## src/rtl/q_link_pkg.sv

```systemverilog
// Shared definitions for the serialized-charge link: defaults common to the
// transmitter and the receiving pulse counter, and the transmitter state encoding.
package q_link_pkg;

    localparam int DEF_BUS_WIDTH   = 10;
    localparam int DEF_Q_PER_PULSE = 30;
    localparam int WTD_BUS_WIDTH   = 2;
    // Receiver watchdog depth plus two cycles of margin.
    localparam int GAP_MIN         = 2**WTD_BUS_WIDTH + 2;

    typedef enum logic [2:0] {
        ST_IDLE     = 3'd0,
        ST_DIVIDE   = 3'd1,
        ST_PULSE_HI = 3'd2,
        ST_PULSE_LO = 3'd3,
        ST_GAP      = 3'd4,
        ST_DONE     = 3'd5
    } q_tx_state_t;

    function automatic int max3(input int a, input int b, input int c);
        int m;
        m = (a > b) ? a : b;
        return (m > c) ? m : c;
    endfunction

endpackage

```

## src/rtl/q_const_divider.sv

```systemverilog
// Iterative divide-by-constant: one subtraction per cycle after load.
// valid is high in the cycle the remainder has dropped below the divisor.
module q_const_divider #(
    parameter int WIDTH   = 10,
    parameter int DIVISOR = 30
) (
    input  logic             clk,
    input  logic             rst,
    input  logic             load,
    input  logic [WIDTH-1:0] dividend,
    output logic             busy,
    output logic [WIDTH-1:0] quotient,
    output logic [WIDTH-1:0] remainder,
    output logic             valid
);

    localparam logic [WIDTH-1:0] DIV_W = WIDTH'(DIVISOR);

    logic [WIDTH-1:0] rem_q, rem_d;
    logic [WIDTH-1:0] quo_q, quo_d;
    logic             busy_q, busy_d;

    always_ff @(posedge clk or posedge rst) begin
        if (rst) begin
            rem_q  <= '0;
            quo_q  <= '0;
            busy_q <= 1'b0;
        end else begin
            rem_q  <= rem_d;
            quo_q  <= quo_d;
            busy_q <= busy_d;
        end
    end

    always_comb begin
        rem_d  = rem_q;
        quo_d  = quo_q;
        busy_d = busy_q;
        if (load) begin
            rem_d  = dividend;
            quo_d  = '0;
            busy_d = 1'b1;
        end else if (busy_q) begin
            if (rem_q >= DIV_W) begin
                rem_d = rem_q - DIV_W;
                quo_d = quo_q + WIDTH'(1);
            end else begin
                busy_d = 1'b0;
            end
        end
    end

    assign busy      = busy_q;
    assign quotient  = quo_q;
    assign remainder = rem_q;
    assign valid     = busy_q && (rem_q < DIV_W);

endmodule

```

## src/rtl/q_pulse_serializer.sv

```systemverilog
// Transmit side of the serialized-charge link: charge word -> pulse burst + quiet gap.
// state     | meaning
// IDLE      | waiting for start
// DIVIDE    | divider running, one subtraction per cycle
// PULSE_HI  | line high, HIGH_CYCLES
// PULSE_LO  | line low, LOW_CYCLES, pulse retired at the end
// GAP       | line low, GAP_CYCLES, lets the receiver watchdog latch
// DONE      | one-cycle done strobe
module q_pulse_serializer
    import q_link_pkg::*;
#(
    parameter int BUS_WIDTH   = DEF_BUS_WIDTH,
    parameter int Q_PER_PULSE = DEF_Q_PER_PULSE,
    parameter int HIGH_CYCLES = 1,
    parameter int LOW_CYCLES  = 1,
    parameter int GAP_CYCLES  = GAP_MIN + 2
) (
    input  logic                 clk,
    input  logic                 rst,
    input  logic                 start,
    input  logic                 abort,
    input  logic [BUS_WIDTH-1:0] q_in,
    output logic                 q_serialized,
    output logic                 busy,
    output logic                 done,
    output logic [BUS_WIDTH-1:0] pulse_count,
    output logic [BUS_WIDTH-1:0] q_residual
);

    localparam int TW = $clog2(max3(HIGH_CYCLES, LOW_CYCLES, GAP_CYCLES) + 1);
    localparam logic [TW-1:0] HI_LD  = TW'(HIGH_CYCLES - 1);
    localparam logic [TW-1:0] LO_LD  = TW'(LOW_CYCLES - 1);
    localparam logic [TW-1:0] GAP_LD = TW'(GAP_CYCLES - 1);

    q_tx_state_t          state_q, state_d;
    logic [TW-1:0]        timer_q, timer_d;
    logic [BUS_WIDTH-1:0] left_q, left_d;
    logic [BUS_WIDTH-1:0] pc_q, pc_d;
    logic [BUS_WIDTH-1:0] res_q, res_d;
    logic                 q_ser_q, q_ser_d;
    logic                 busy_q, busy_d;
    logic                 done_q, done_d;

    logic                 div_load;
    logic                 div_busy;
    logic                 div_valid;
    logic [BUS_WIDTH-1:0] div_quo;
    logic [BUS_WIDTH-1:0] div_rem;

    q_const_divider #(
        .WIDTH   (BUS_WIDTH),
        .DIVISOR (Q_PER_PULSE)
    ) u_div (
        .clk       (clk),
        .rst       (rst),
        .load      (div_load),
        .dividend  (q_in),
        .busy      (div_busy),
        .quotient  (div_quo),
        .remainder (div_rem),
        .valid     (div_valid)
    );

    always_ff @(posedge clk or posedge rst) begin
        if (rst) begin
            state_q <= ST_IDLE;
            timer_q <= '0;
            left_q  <= '0;
            pc_q    <= '0;
            res_q   <= '0;
            q_ser_q <= 1'b0;
            busy_q  <= 1'b0;
            done_q  <= 1'b0;
        end else begin
            state_q <= state_d;
            timer_q <= timer_d;
            left_q  <= left_d;
            pc_q    <= pc_d;
            res_q   <= res_d;
            q_ser_q <= q_ser_d;
            busy_q  <= busy_d;
            done_q  <= done_d;
        end
    end

    always_comb begin
        state_d  = state_q;
        timer_d  = timer_q;
        left_d   = left_q;
        pc_d     = pc_q;
        res_d    = res_q;
        div_load = 1'b0;
        case (state_q)
            ST_IDLE: begin
                if (start && !abort) begin
                    state_d  = ST_DIVIDE;
                    div_load = 1'b1;
                end
            end
            ST_DIVIDE: begin
                if (abort) begin
                    state_d = ST_GAP;
                    pc_d    = '0;
                end else if (div_busy && div_valid) begin
                    pc_d    = div_quo;
                    res_d   = div_rem;
                    left_d  = div_quo;
                    state_d = (div_quo != '0) ? ST_PULSE_HI : ST_GAP;
                end
            end
            ST_PULSE_HI: begin
                // The pulse in flight has not completed its high phase yet.
                if (abort) begin
                    state_d = ST_GAP;
                    pc_d    = pc_q - left_q;
                end else if (timer_q == '0) begin
                    state_d = ST_PULSE_LO;
                end
            end
            ST_PULSE_LO: begin
                if (abort) begin
                    state_d = ST_GAP;
                    pc_d    = pc_q - left_q + BUS_WIDTH'(1);
                end else if (timer_q == '0) begin
                    left_d  = left_q - BUS_WIDTH'(1);
                    state_d = (left_q == BUS_WIDTH'(1)) ? ST_GAP : ST_PULSE_HI;
                end
            end
            ST_GAP: begin
                if (timer_q == '0) begin
                    state_d = ST_DONE;
                end
            end
            ST_DONE: begin
                state_d = ST_IDLE;
            end
            default: begin
                state_d = ST_IDLE;
            end
        endcase

        if (state_d != state_q) begin
            case (state_d)
                ST_PULSE_HI: timer_d = HI_LD;
                ST_PULSE_LO: timer_d = LO_LD;
                ST_GAP:      timer_d = GAP_LD;
                default:     timer_d = '0;
            endcase
        end else if (timer_q != '0) begin
            timer_d = timer_q - TW'(1);
        end
    end

    // Outputs are decoded from the next state so they land in flops aligned with state_q.
    always_comb begin
        q_ser_d = (state_d == ST_PULSE_HI);
        busy_d  = !((state_d == ST_IDLE) || (state_d == ST_DONE));
        done_d  = (state_d == ST_DONE);
    end

    assign q_serialized = q_ser_q;
    assign busy         = busy_q;
    assign done         = done_q;
    assign pulse_count  = pc_q;
    assign q_residual   = res_q;

endmodule

```

## config.mk

```make
export PLATFORM = sky130hd
export DESIGN_NAME = q_pulse_serializer
export DESIGN_NICKNAME = d
export VERILOG_FILES = /design/src/rtl/q_link_pkg.sv /design/src/rtl/q_const_divider.sv /design/src/rtl/q_pulse_serializer.sv
export SDC_FILE = /design/constraint.sdc
export NUM_CORES = 1
export LEC_CHECK = 0
export BUFFER_PORTS_ARGS = -buffer_cell sky130_fd_sc_hd__clkbuf_2
export CAP_MARGIN = 20
export CORE_MARGIN = 2
export CORE_UTILIZATION = 64
export DETAILED_ROUTE_END_ITERATION = 16
export PLACE_DENSITY_LB_ADDON = 0.05
export SYNTH_ARGS = -nofsm -noshare
export SYNTH_HDL_FRONTEND = slang
export SYNTH_SLANG_ARGS = --single-unit
```

## constraint.sdc

```tcl
create_clock -name clk -period 4 [get_ports clk]
set_input_delay 0.8 -clock clk [delete_from_list [all_inputs] [get_ports clk]]
set_output_delay 0.8 -clock clk [all_outputs]
set_load 0.01 [all_outputs]
```

Word-level counts from Yosys, hierarchy flattened:

Index checks and enable logic that the tools add are counted.

* register bits after elaboration: 61
* latch bits: 0
* bits in writable memories: 0
* ROM bits: 0
* input bits: 14
* output and inout port bits: 23
* logic and storage cells: 90
* memories: 0

* add/sub/neg operators: 6
* $mul: 0
* divide/modulo/power cells: 0
* order comparisons: 2
* equality and inequality tests: 16
* shifts and indexed selects: 0
* mux-type cells: 34
* bitwise operators: 1
* reductions and logical operators: 20

Operators with widths (number)
* $mux W10: 13
* $mux W3: 11
* $pmux W10 S3: 1
* $add A10 B1 Y10 const B: 2
* $pmux W10 S2: 1
* $pmux W3 S5: 1
* $ne A2 B2 Y1 const B: 6
* $eq A10 B1 Y1 const B: 1
* $ge A10 B5 Y1 const B: 1
* $lt A10 B5 Y1 const B: 1
* $reduce_bool A10 Y1: 1
* $sub A10 B1 Y10 const B: 1
* $sub A10 B10 Y10: 1
* $sub A10 B5 Y10 const B: 1
* $eq A3 B2 Y1 const B: 3
* $eq A3 B3 Y1 const B: 3
* $mux W4: 2
* $reduce_bool A2 Y1: 4
* $logic_not A3 Y1: 2
* $mux W1: 5
* $reduce_and A5 Y1: 1
* $logic_not A4 Y1: 1
* $reduce_and A4 Y1: 1
* $reduce_bool A4 Y1: 1
* other kinds (11): 14

Depth between registers and ports, before layout:

* depth after elaboration: 9
* mapped depth: 11
* mapped depth without buffers: 11

By module:

From an unflattened synthesis, not the netlist that was laid out.

* cells, all modules: 441
* area total of the unflattened synthesis: 3906.2 µm²

Modules (own cells, without submodules)
* q_pulse_serializer: times used 1, cells an instance 321, area each 2732.6 µm², sequential area each 1001.0 µm²
* q_const_divider: times used 1, cells an instance 120, area each 1173.6 µm², sequential area each 525.5 µm²

Least setup slack after synthesis:

No wires, ideal clock.

* path type: flip-flop to flip-flop
* from: register pc_q[0], in the netlist pulse_count[0]
* to: register pc_q[9], in the netlist pulse_count[9]
* setup time: 0.125 ns
* data arrival time: 2.489 ns
* data required time: 3.875 ns
* path slack: 1.386 ns
* stages on the path, launching flop included: 11
* buffers on the path: 0
* period minus slack after synthesis: 2.614 ns
* path through: dfrtp_1 > inv_1 > ha_1 > fa_1 > xnor2_1 > nand4_1 > a311oi_1 > nand4b_4 > nor4_4 > xnor2_1 > o21ai_1

* longest elaborated chain between the ends: 4
* elaborated cells on any way between the ends: 5
* classes of those cells: 2 x add/sub; 3 x mux

RTL lines
* from (decl): RTL line q_pulse_serializer.sv:38 `logic [BUS_WIDTH-1:0] pc_q, pc_d;`
* from (signal assigned): RTL line q_pulse_serializer.sv:78 `pc_q <= pc_d;`
* $sub A10 B10 Y10 (*): RTL line q_pulse_serializer.sv:115, q_pulse_serializer.sv:123
* $add A10 B1 Y10: RTL line q_pulse_serializer.sv:123 `pc_d = pc_q - left_q + BUS_WIDTH'(1);`
* $mux W10: RTL line q_pulse_serializer.sv:121 `if (abort) begin`
* $pmux W10 S3 (*): RTL line q_pulse_serializer.sv:93 `case (state_q)`

Every way passes the cells marked *; elsewhere a longest branch is shown, timed or not. The select of a mux whose other input is x is not followed.
A chain may end at the register's enable or synchronous reset.

Worst setup path after layout:

* from: register left_q[0]
* to: register pc_q[7], in the netlist pulse_count[7]

* longest elaborated chain between the ends: 4
* elaborated cells on any way between the ends: 5
* classes of those cells: 2 x add/sub; 3 x mux

RTL lines
* from (decl): RTL line q_pulse_serializer.sv:37 `logic [BUS_WIDTH-1:0] left_q, left_d;`
* from (signal assigned): RTL line q_pulse_serializer.sv:77 `left_q <= left_d;`
* $sub A10 B10 Y10 (*): RTL line q_pulse_serializer.sv:115, q_pulse_serializer.sv:123
* $add A10 B1 Y10: RTL line q_pulse_serializer.sv:123
* $mux W10: RTL line q_pulse_serializer.sv:121
* $pmux W10 S3 (*): RTL line q_pulse_serializer.sv:93

Marks and branches as above.

==> impl_metrics.env <==
export IMPL_syn_inst=433
export IMPL_use_met1=0.3776
export IMPL_async_flop_share=1.000
export IMPL_port_buffers=36
export IMPL_htreeDepth=3
export IMPL_dieArea_um2=6563
export IMPL_peakVddDrop_uv=571.7
export IMPL_slew_headroom=0.3325
export IMPL_final_period_utilization=0.7207
export IMPL_utilization=0.7227
export IMPL_gp_congestion=0.8904
export IMPL_wire_per_inst_um=15.53
export IMPL_post_route_min_period_ns=2.883
export IMPL_synth_edf_count=0
export IMPL_grt_max_degree=45
export IMPL_gr_max_usage_layer="met2"
export IMPL_layout_commonest_cell="dfrtp_1"
export IMPL_die_w_um=81.02
export IMPL_grt_overflow_total=0
export IMPL_met2_usage=0.4587
export IMPL_rsz0062_at_grt="false"
export IMPL_power_density_nw_per_um2=911.2
export IMPL_ys_warn_count=0
export IMPL_clk_pin_slew_ns=0.07
export IMPL_cts_tree="done"
export IMPL_end_kind="register"
export IMPL_pre_cts_slack_ns=1.152
export IMPL_antenna_cells=0
export IMPL_critPathMaxFanout=5
export IMPL_p_leak_uw=0.001891
export IMPL_min_path_cells=2
export IMPL_seq_area_frac_synth=0.4021
export IMPL_boundaryPins=37
export IMPL_synth_seq_cells=61
export IMPL_synth_top_area_frac=0.4021
export IMPL_final_layout_size_suffix_gt1_frac=0.1543
export IMPL_drtIter0Drc=193
export IMPL_reg2regPathDepth=9
export IMPL_max_freq_ghz=0.3469
export IMPL_avgSynthCellArea_um2=8.767
export IMPL_min_to="u_div.remainder[0]$_DFFE_PP0P_"
export IMPL_crit_required_ns=4.19
export IMPL_clkSinkCount=61
export IMPL_drc_errors=0
export IMPL_setup_viol=0
export IMPL_cts_buffers=9
export IMPL_maxSlewViolCount=0
export IMPL_worst_setup_path_type="reg -> reg"
export IMPL_ys_flop_type="dfrtp_1"
export IMPL_drtAntennaViolNets=0
export IMPL_via_per_inst=5.863
export IMPL_synth_area_um2=3796
export IMPL_synth_top_area_cell="dfrtp_1"
export IMPL_cp_slowest_stage_delay_ns=0.51
export IMPL_fin_setup_tns_ns=0
export IMPL_startpoint_type="register"
export IMPL_drv_cap=0
export IMPL_synth_fp_nets=464
export IMPL_hold_violations=0
export IMPL_use_met3=0.05778
export IMPL_post_cts_setup_buffer_count=0
export IMPL_worstMarginPinSlew_ns=0.9930
export IMPL_ff2ff_setup_slack_ns=1.12
export IMPL_post_cts_resized=0
export IMPL_routed_wl_um=8512
export IMPL_drtPass1Iterations=4
export IMPL_grt_pass1_wl_um=14150
export IMPL_antenna_found_initial=0
export IMPL_clockBufferDepth=2
export IMPL_nFillCells=462
export IMPL_cts_root_buf="clkbuf_8"
export IMPL_status="complete, no violations"
export IMPL_grt_pass1_vias=3093
export IMPL_core_area_um2=5816
export IMPL_reg2reg_to="pulse_count[7]$_DFFE_PP0P_"
export IMPL_cp_slowest_cell="a311oi_1"
export IMPL_rows=28
export IMPL_final_cell_mix="dfrtp_1 (61), nor2_1 (56), nand2_1 (42)"
export IMPL_fin_ws_ns=1.117
export IMPL_ctsHoldBuffers=0
export IMPL_synth_cell_types=56
export IMPL_min_delay_start="u_div.remainder[0]$_DFFE_PP0P_"
export IMPL_dp_hpwl_um=6062
export IMPL_track_usage=0.2844
export IMPL_hold_class="reg -> reg"
export IMPL_clk_latency_ns=0.35
export IMPL_fin_skew_ns=0.01159
export IMPL_synth_area_top_cells="dfrtp_1 (40%), nor2_1 (5.5%), xnor2_1 (5.3%)"
export IMPL_timing_rr_start="left_q[0]$_DFFE_PP0P_"
export IMPL_initial_core_util=0.6528
export IMPL_cp_arrival_ns=3.07
export IMPL_die_y_um=81.02
export IMPL_nets=500
export IMPL_path_cells="ha_1 > fa_1 > xnor2_1 > nand4_1 > a311oi_1 > nand4b_4 > nor2_1 > xor2_1 > o221ai_1"
export IMPL_vias=3213
export IMPL_syn_to_final_growth_pct=10.71
-- through the flow --
step | instances | cell area, um^2 | hold WS (ns) | power (uW)
6_report | 548 | 4203 | 0.4846 | 3829
5_1_grt | 548 | 4203 | 0.5251 | 4160
3_3_place_gp | 533 | 4026 | 0.4563 | 3222
3_5_place_dp | 533 | 4026 | 0.4605 | 3306
2_1_floorplan | 433 | 3796 | 0.4401 | 2850
4_1_cts | 548 | 4203 | 0.4814 | 3824
-- flip-flops by register name, indices dropped and copies added (netlist names) --
name and cells:
q_serialized 1, busy 1, timer_q 4, u_div.busy 1, u_div.quotient 10, pulse_count 10
done 1, state_q 3, left_q 10, q_residual 10, u_div.remainder 10
-- metal layers --
metal | share of wire | wire (um)
met2 | 0.49 | 4163
met1 | 0.46 | 3873
met5 | 0 | 0
met3 | 0.041 | 348
met4 | 0.015 | 127
-- layout make-up --
cell class,instances,area [um^2],share of cell area
multi-input cells,330,2095,0.4984
well taps,75,93.84,0.02233
inverters,27,101.3,0.02411
flip-flops and latches,61,1526,0.3632
clock inverters,3,21.27,0.005061
repair buffers,40,210.2,0.05001
clock buffers,12,155.1,0.03692
-- kinds of logic after synthesis --
family	after synthesis	synth area share
DFF	61	0.4021
xor gates and xnor gates	36	0.08306
adders and majority gates	17	0.05801
buffers and inverters	42	0.04614
and+or+nand+nor	173	0.2360
AOI/OAI and AO/OA	97	0.1546
muxes	7	0.02010
-- critical path, delay by kind of cell, from the launching register on --
kind	cells	cell delay, ns
fa+ha+maj	2	0.67
flops	1	0.43
xor+xnor	2	0.45
compound gates	2	0.64
simple gates	3	0.54
-- power by group --
part	switching [uW]	internal, uW
registers	262	856
logic	1250	961
clock network	242	255
total	1760	2070
-- cell usage after synthesis (5+ instances only) --
library cell and n:
a21oi_1 34, clkbuf_1 11, dfrtp_1 61, ha_1 16, inv_1 26, mux2_2 5
nand2_1 42, nand2b_1 6, nand3_1 8, nand4_1 7, nor2_1 56, nor2b_1 7
nor3_1 13, nor3b_1 6, o21ai_0 21, o21ai_1 15, xnor2_1 23, xor2_1 13
-- how the worst max path moves through the flow --
stage,start,to,slack [ns],cells past startpoint
finish,left_q[0]$_DFFE_PP0P_,pulse_count[7]$_DFFE_PP0P_,1.12,9
global route,left_q[0]$_DFFE_PP0P_,pulse_count[7]$_DFFE_PP0P_,0.93,9
CTS,left_q[0]$_DFFE_PP0P_,pulse_count[9]$_DFFE_PP0P_,1.14,9
detailed placement,left_q[0]$_DFFE_PP0P_,pulse_count[9]$_DFFE_PP0P_,1.15,9
global placement,left_q[0]$_DFFE_PP0P_,pulse_count[9]$_DFFE_PP0P_,1.27,9
floorplan,pulse_count[0]$_DFFE_PP0P_,pulse_count[9]$_DFFE_PP0P_,1.39,10
No activity file was read; power rests on OpenSTA's default activity.
